**src/rtl/hilo_pkg.sv**
```systemverilog
// Shared opcode encodings and sizing constants for the HI/LO unit.
package hilo_pkg;

  localparam int W_DEF        = 32;
  localparam int MULT_LAT_MAX = 4;

  typedef enum logic [2:0] {
    OP_NONE  = 3'd0,
    OP_MULT  = 3'd1,
    OP_MULTU = 3'd2,
    OP_MTHI  = 3'd3,
    OP_MTLO  = 3'd4,
    OP_MFHI  = 3'd5,
    OP_MFLO  = 3'd6
  } op_e;

endpackage

```
**src/rtl/hilo_pipe.sv**
```systemverilog
// Product delay line: DEPTH registered stages, each with its own valid bit.
// DEPTH==0 degenerates to a wire so the commit happens at the accept edge.
module hilo_pipe #(
  parameter int DW    = 64,
  parameter int DEPTH = 1
) (
  input  logic          clk,
  input  logic          rst_n,
  input  logic          i_valid,
  input  logic [DW-1:0] i_data,
  output logic          o_valid,
  output logic [DW-1:0] o_data
);

  generate
    if (DEPTH == 0) begin : g_pass
      assign o_valid = i_valid;
      assign o_data  = i_data;
    end else begin : g_stages
      logic [DW-1:0]    r_data [DEPTH];
      logic [DEPTH-1:0] r_valid;

      // Shift product and valid one stage per edge; reset drops anything in flight.
      always_ff @(posedge clk or negedge rst_n) begin
        if (!rst_n) begin
          r_valid <= {DEPTH{1'b0}};
          for (int i = 0; i < DEPTH; i++) begin
            r_data[i] <= {DW{1'b0}};
          end
        end else begin
          r_valid[0] <= i_valid;
          r_data[0]  <= i_valid ? i_data : r_data[0];
          for (int i = 1; i < DEPTH; i++) begin
            r_valid[i] <= r_valid[i-1];
            r_data[i]  <= r_data[i-1];
          end
        end
      end

      assign o_valid = r_valid[DEPTH-1];
      assign o_data  = r_data[DEPTH-1];
    end
  endgenerate

endmodule

```
**src/rtl/hilo_unit.sv**
```systemverilog
// Architectural HI/LO registers: multiplier interface, product pipeline,
// move-to/move-from execution and the stall that keeps them ordered.
module hilo_unit
  import hilo_pkg::*;
#(
  parameter int MULT_LAT = 2,
  parameter int W        = W_DEF
) (
  input  logic         clk,
  input  logic         rst_n,
  input  logic         op_valid,
  input  logic [2:0]   op_code,
  input  logic [W-1:0] rs_data,
  input  logic [W-1:0] rt_data,
  output logic [W-1:0] mul_a,
  output logic [W-1:0] mul_b,
  output logic         mul_sign,
  input  logic [W-1:0] mul_hi,
  input  logic [W-1:0] mul_lo,
  output logic         stall,
  output logic [W-1:0] rd_data,
  output logic         rd_valid,
  output logic [W-1:0] hi_q,
  output logic [W-1:0] lo_q
);

  localparam int PW = $clog2(MULT_LAT + 1);

  logic [W-1:0]   r_hi;
  logic [W-1:0]   r_lo;
  logic [PW-1:0]  r_pending;

  logic           w_is_mul;
  logic           w_is_mt;
  logic           w_is_mf;
  logic           w_sel_hi;
  logic           w_stall;
  logic           w_accept;
  logic           w_inc;
  logic           w_commit;
  logic [2*W-1:0] w_commit_data;
  logic           w_rd_valid;
  logic [W-1:0]   w_rd_data;

  // Opcode decode; unknown encodings fall through to no-op.
  always_comb begin
    w_is_mul = 1'b0;
    w_is_mt  = 1'b0;
    w_is_mf  = 1'b0;
    w_sel_hi = 1'b0;
    case (op_code)
      OP_MULT:  w_is_mul = 1'b1;
      OP_MULTU: w_is_mul = 1'b1;
      OP_MTHI:  begin w_is_mt = 1'b1; w_sel_hi = 1'b1; end
      OP_MTLO:  w_is_mt = 1'b1;
      OP_MFHI:  begin w_is_mf = 1'b1; w_sel_hi = 1'b1; end
      OP_MFLO:  w_is_mf = 1'b1;
      default:  w_is_mul = 1'b0;
    endcase
  end

  assign mul_a    = rs_data;
  assign mul_b    = rt_data;
  assign mul_sign = (op_code == OP_MULT);

  // Uses the registered count, so a read in the cycle of the final commit still waits.
  assign w_stall  = op_valid & (w_is_mf | w_is_mt) & (r_pending != {PW{1'b0}});
  assign w_accept = op_valid & ~w_stall;
  assign w_inc    = w_accept & w_is_mul;

  hilo_pipe #(
    .DW   (2*W),
    .DEPTH(MULT_LAT - 1)
  ) u_pipe (
    .clk    (clk),
    .rst_n  (rst_n),
    .i_valid(w_inc),
    .i_data ({mul_hi, mul_lo}),
    .o_valid(w_commit),
    .o_data (w_commit_data)
  );

  // Count of accepted multiplies whose product has not reached HI/LO yet.
  always_ff @(posedge clk or negedge rst_n) begin
    if (!rst_n) begin
      r_pending <= {PW{1'b0}};
    end else if (w_inc && !w_commit) begin
      r_pending <= r_pending + PW'(1);
    end else if (!w_inc && w_commit) begin
      r_pending <= r_pending - PW'(1);
    end else begin
      r_pending <= r_pending;
    end
  end

  // HI/LO update: pipeline commit or move-to (the two are mutually exclusive).
  always_ff @(posedge clk or negedge rst_n) begin
    if (!rst_n) begin
      r_hi <= {W{1'b0}};
      r_lo <= {W{1'b0}};
    end else if (w_commit) begin
      r_hi <= w_commit_data[2*W-1:W];
      r_lo <= w_commit_data[W-1:0];
    end else if (w_accept && w_is_mt) begin
      if (w_sel_hi) begin
        r_hi <= rs_data;
      end else begin
        r_lo <= rs_data;
      end
    end else begin
      r_hi <= r_hi;
      r_lo <= r_lo;
    end
  end

  // Move-from read port; forced quiet while reset is asserted.
  always_comb begin
    w_rd_valid = rst_n & w_accept & w_is_mf;
    w_rd_data  = {W{1'b0}};
    if (w_rd_valid) begin
      w_rd_data = w_sel_hi ? r_hi : r_lo;
    end else begin
      w_rd_data = {W{1'b0}};
    end
  end

  assign stall    = w_stall;
  assign rd_valid = w_rd_valid;
  assign rd_data  = w_rd_data;
  assign hi_q     = r_hi;
  assign lo_q     = r_lo;

endmodule

```
**config.mk**
```make
export PLATFORM = sky130hd
export DESIGN_NAME = hilo_unit
export DESIGN_NICKNAME = d
export VERILOG_FILES = /design/src/rtl/hilo_pkg.sv /design/src/rtl/hilo_pipe.sv /design/src/rtl/hilo_unit.sv
export SDC_FILE = /design/constraint.sdc
export NUM_CORES = 1
export LEC_CHECK = 0
export BUFFER_PORTS_ARGS = -buffer_cell sky130_fd_sc_hd__clkbuf_2
export CAP_MARGIN = 20
export CORE_MARGIN = 2
export CORE_UTILIZATION = 45
export CTS_CLUSTER_SIZE = 28
export DETAILED_ROUTE_END_ITERATION = 10
export PLACE_DENSITY = 0.86
export SETUP_SLACK_MARGIN = 0.4
export SLEW_MARGIN = 20
export SYNTH_ARGS = -nofsm -noshare
export SYNTH_HDL_FRONTEND = slang
export SYNTH_SLANG_ARGS = --single-unit
```
**constraint.sdc**
```tcl
create_clock -name clk -period 2.2 [get_ports clk]
set_clock_uncertainty 0.15 [all_clocks]
set_input_delay 0.33 -clock clk [delete_from_list [all_inputs] [get_ports clk]]
set_output_delay 0.33 -clock clk [all_outputs]
set_load 0.05 [all_outputs]
```
==> summary.md <==
| Metric | Value |
|---|---|
| Worst Tran Pin Value | 956 ps |
| Startpoint of the lowest-slack hold path | mul_lo[16] |
| Sequential standard cell area | 3280 um^2 |
| Maximum Capacitance Violations | 0 |
| Post-Route WL | 25,000 um |
| Number of hold violations in the final report | 0 |
| Post-synthesis instance total | 638 |
| Vias per inst | 6.30 |
| Setup crit end kind | primary output |
| Total global-route track usage | 29.3% |
| Register-to-Register Path Depth | 5 |
| Post-placement setup slack | -53.0 ps |
| Signed area change from the synthesized netlist to the final layout | 46.9% |
| Total power of the final layout | 11.8 mW |
| Fillers | 1,014 |
| Area of the core region | 15,100 um^2 |
| Most frequently used flop master after synthesis | dfrtp_1 |
| Multi-input gate area | 3530 um^2 |
| Max-slew violations | 0 |
| Number of nets at the end of the flow | 990 |
| CP Data Required Time | 1720 ps |
| Worst setup path category | register to primary output |
| Final Setup Violations | 33 |
| Port-buffer cells | 232 |
| Share of the synthesized area in the top cell type | 47.2% |
| Synthesized area | 6940 um^2 |
| Hold Crit Class | primary input to register |
| Outcome | finished with violations |
| Seq cells post-synth | 131 |
| Maximum clock path buffer count | 2 |
| Top-level port count | 297 |
| Distinct cells, synth | 30 |
| Die outline area | 16,400 um^2 |
| Iteration count of the initial detailed-routing pass | 5 |
| Setup repair after global routing missed its margin | true |
| Post-route ant nets | 0 |
| Clock-pin slew of the registers on the worst-case setup and hold paths | 60 ps |
| Relative slew slack | 36.1% |
| Mapped Avg Cell Area | 10.9 um^2 |
| Via total after detailed routing | 6,657 |
| Count of cells along the worst hold path | 2 |
| Clock sink total | 131 |
| Routed length per instance | 23.7 um |
| Biggest fanout along the worst timing path | 23 |
| Worst path arrival time | 1860 ps |
| Final worst-path cycle share | 107% |
| Final routed DRC violation total | 0 |
| Final critical-path setup slack | -145 ps |
| Nature of the critical path startpoint | register |
| Power per unit of standard cell area | 1160 nW/um^2 |
| Final estimated routing congestion in global placement | 0.845 |
| Number of synthesized flops with an enable pin | 0 |
| Horizontal die dimension | 128 um |
| Endpoint of the most critical register-to-register path | hi_q[25] |
| Cell taking the most area after synthesis | dfrtp_1 |
| Violations in the final reports | negative setup slack |
| Worst min-delay path endpoint | u_pipe.o_data[16] |
| Proportion of layout cells with a drive suffix above 1 | 52.4% |
| Vias in the first global route | 6,552 |
| Register area share after synthesis | 47.2% |
| Latest clock arrival within the worst-skew pair | 420 ps |
| H-tree Lvls | 4 |
| Num CTS Buffers | 17 |
| Achievable frequency | 427 MHz |
| Global-route wire length before repair | 36,800 um |
| CTS root buf | clkbuf_16 |
| Warnings, synthesis | 0 |
| Initial antenna violation count | 1 |
| Die outline height | 128 um |
| Placed wire-length estimate | 14,700 um |
| Net count after synthesis | 773 |
| TritonCTS clock tree | done |
| GRT overflow | 0 |
| Effective utilization at floorplan | 45.8% |
| Peak supply drop | 0.000673 V |
| Largest net degree at the start of global routing | 132 |
| Beginning of the worst register-to-register path | r_pending[1] |
| Synth area leaders | dfrtp_1 47%, mux2_4 11%, a2bb2oi_1 8.1%, buf_4 7.1%, o21ai_0 6.6% |
| Number of placement rows | 45 |
| Async set or reset register ratio after synthesis | 100% |
| Starting DRC count in detailed routing | 653 |
| Final critical-path required period | 2340 ps |
| Leakage | 4.36 nW |
| Slack of the worst reg-to-reg path | 240 ps |
## Yosys cell counts, types with 2 or more instances
cell type / instances
dfrtp_1: 131
nor2_1: 2
buf_2: 18
and3b_1: 2
xor2_1: 3
buf_4: 66
a31oi_1: 57
o21ai_1: 5
nand2_1: 2
mux2_4: 49
xnor2_1: 2
a21oi_1: 33
o21ai_0: 92
a41oi_1: 7
mux2_2: 15
clkbuf_1: 37
nand3_1: 33
buf_6: 5
a2bb2oi_1: 64
inv_1: 3
buf_1: 3
## critical path, stage by stage, from the launching register on
cell      delay, ps
dfrtp_2         400
and4bb_2        340
nand3_4         110
buf_12          230
a21oi_4         160
clkbuf_8        200
## how the worst max path moves through the flow
stage / end / depth (start not counted) / from / slack (ps)
after global placement: rd_data[7] / 6 / op_code[2] / 7
after floorplan: rd_data[22] / 5 / r_pending[0] / 220
after CTS: rd_data[8] / 5 / r_pending[1] / -150
final: rd_data[8] / 5 / r_pending[1] / -140
after detailed placement: rd_data[8] / 7 / op_code[1] / -50
after global routing: rd_data[8] / 5 / r_pending[1] / -200
## kinds of logic after synthesis
group | share of synthesized area (%)
buffers and inverters | 11.6
multiplexers | 13.0
flip-flops | 47.2
AND/OR/NAND/NOR | 3.69
AO/OA/AOI/OAI | 23.5
adder cells (fa/ha/maj) | 0.180
XOR/XNOR | 0.865
## cell type report
cell class | count | area share, %
diodes | 1 | 0.0245
clock buffers | 22 | 4.55
clock inverters | 9 | 1.51
inverters | 3 | 0.147
multi-input cells | 375 | 34.6
flip-flops and latches | 131 | 32.2
well taps | 188 | 2.31
repair buffers | 327 | 24.7
## sequential cells by signal (all words and copies together), names as in the netlist
name	flops
hi_q	32
lo_q	32
r_pending	2
u_pipe.o_data	64
u_pipe.o_valid	1
## power by group
part	switching (mW)	total, mW	internal [mW]	leakage, nW
logic	3.32	4.96	1.63	2.56
registers	0.672	3.84	3.17	1.51
clock network	1.05	3.00	1.95	0.296
## through the flow
stage	cells	TNS, ps	hold WS, ps	utilization (%)	area [um^2]
6_report	1056	-3870	19.8	67.4	10200
4_1_cts	1040	-3030	0.183	64.8	9810
3_3_place_gp	962	0	343	55.7	8430
2_1_floorplan	638	0	-116	-	7450
5_1_grt	1055	-6100	2.34	67.3	10200
3_5_place_dp	962	-618	345	55.7	8430
## layout by cell type, fill, tap and decap left out, types with 3 or more instances in the layout
cell type,Yosys,final
clkbuf_2,0,196
dfrtp_1,131,129
o21ai_0,92,60
a31oi_1,57,57
dlygate4sd3_1,0,56
a2bb2oi_1,64,51
mux2_4,49,49
nand3_1,33,32
a21oi_4,0,31
buf_4,66,25
o21ai_2,0,23
clkbuf_8,0,21
clkbuf_16,0,20
mux2_2,15,15
a2bb2oi_2,0,13
o21ai_1,5,13
buf_12,0,13
buf_8,0,9
a41oi_1,7,5
buf_6,5,5
bufinv_16,0,4
clkinvlp_4,0,3
clkbuf_1,37,3
## repair_timing
action	in CTS	in global routing
setup endpoints to repair	66	47
resized for setup	68	85
hold buffers	46	10
pin swaps	3	58
buffers inserted	1	4
gates cloned	0	1
hold endpoints to repair	176	10
## metal layers
| layer | vias to the layer above | global-route usage, % | part of all wire [%] |
|---|---|---|---|
| li1 | 2761 | - | - |
| met3 | 90 | 7.55 | 8.6 |
| met5 | - | 0 | 0 |
| met2 | 491 | 47.6 | 50 |
| met1 | 3315 | 36.7 | 38 |
| met4 | 0 | 13.7 | 3.6 |
(Power assumes the default switching activity.)
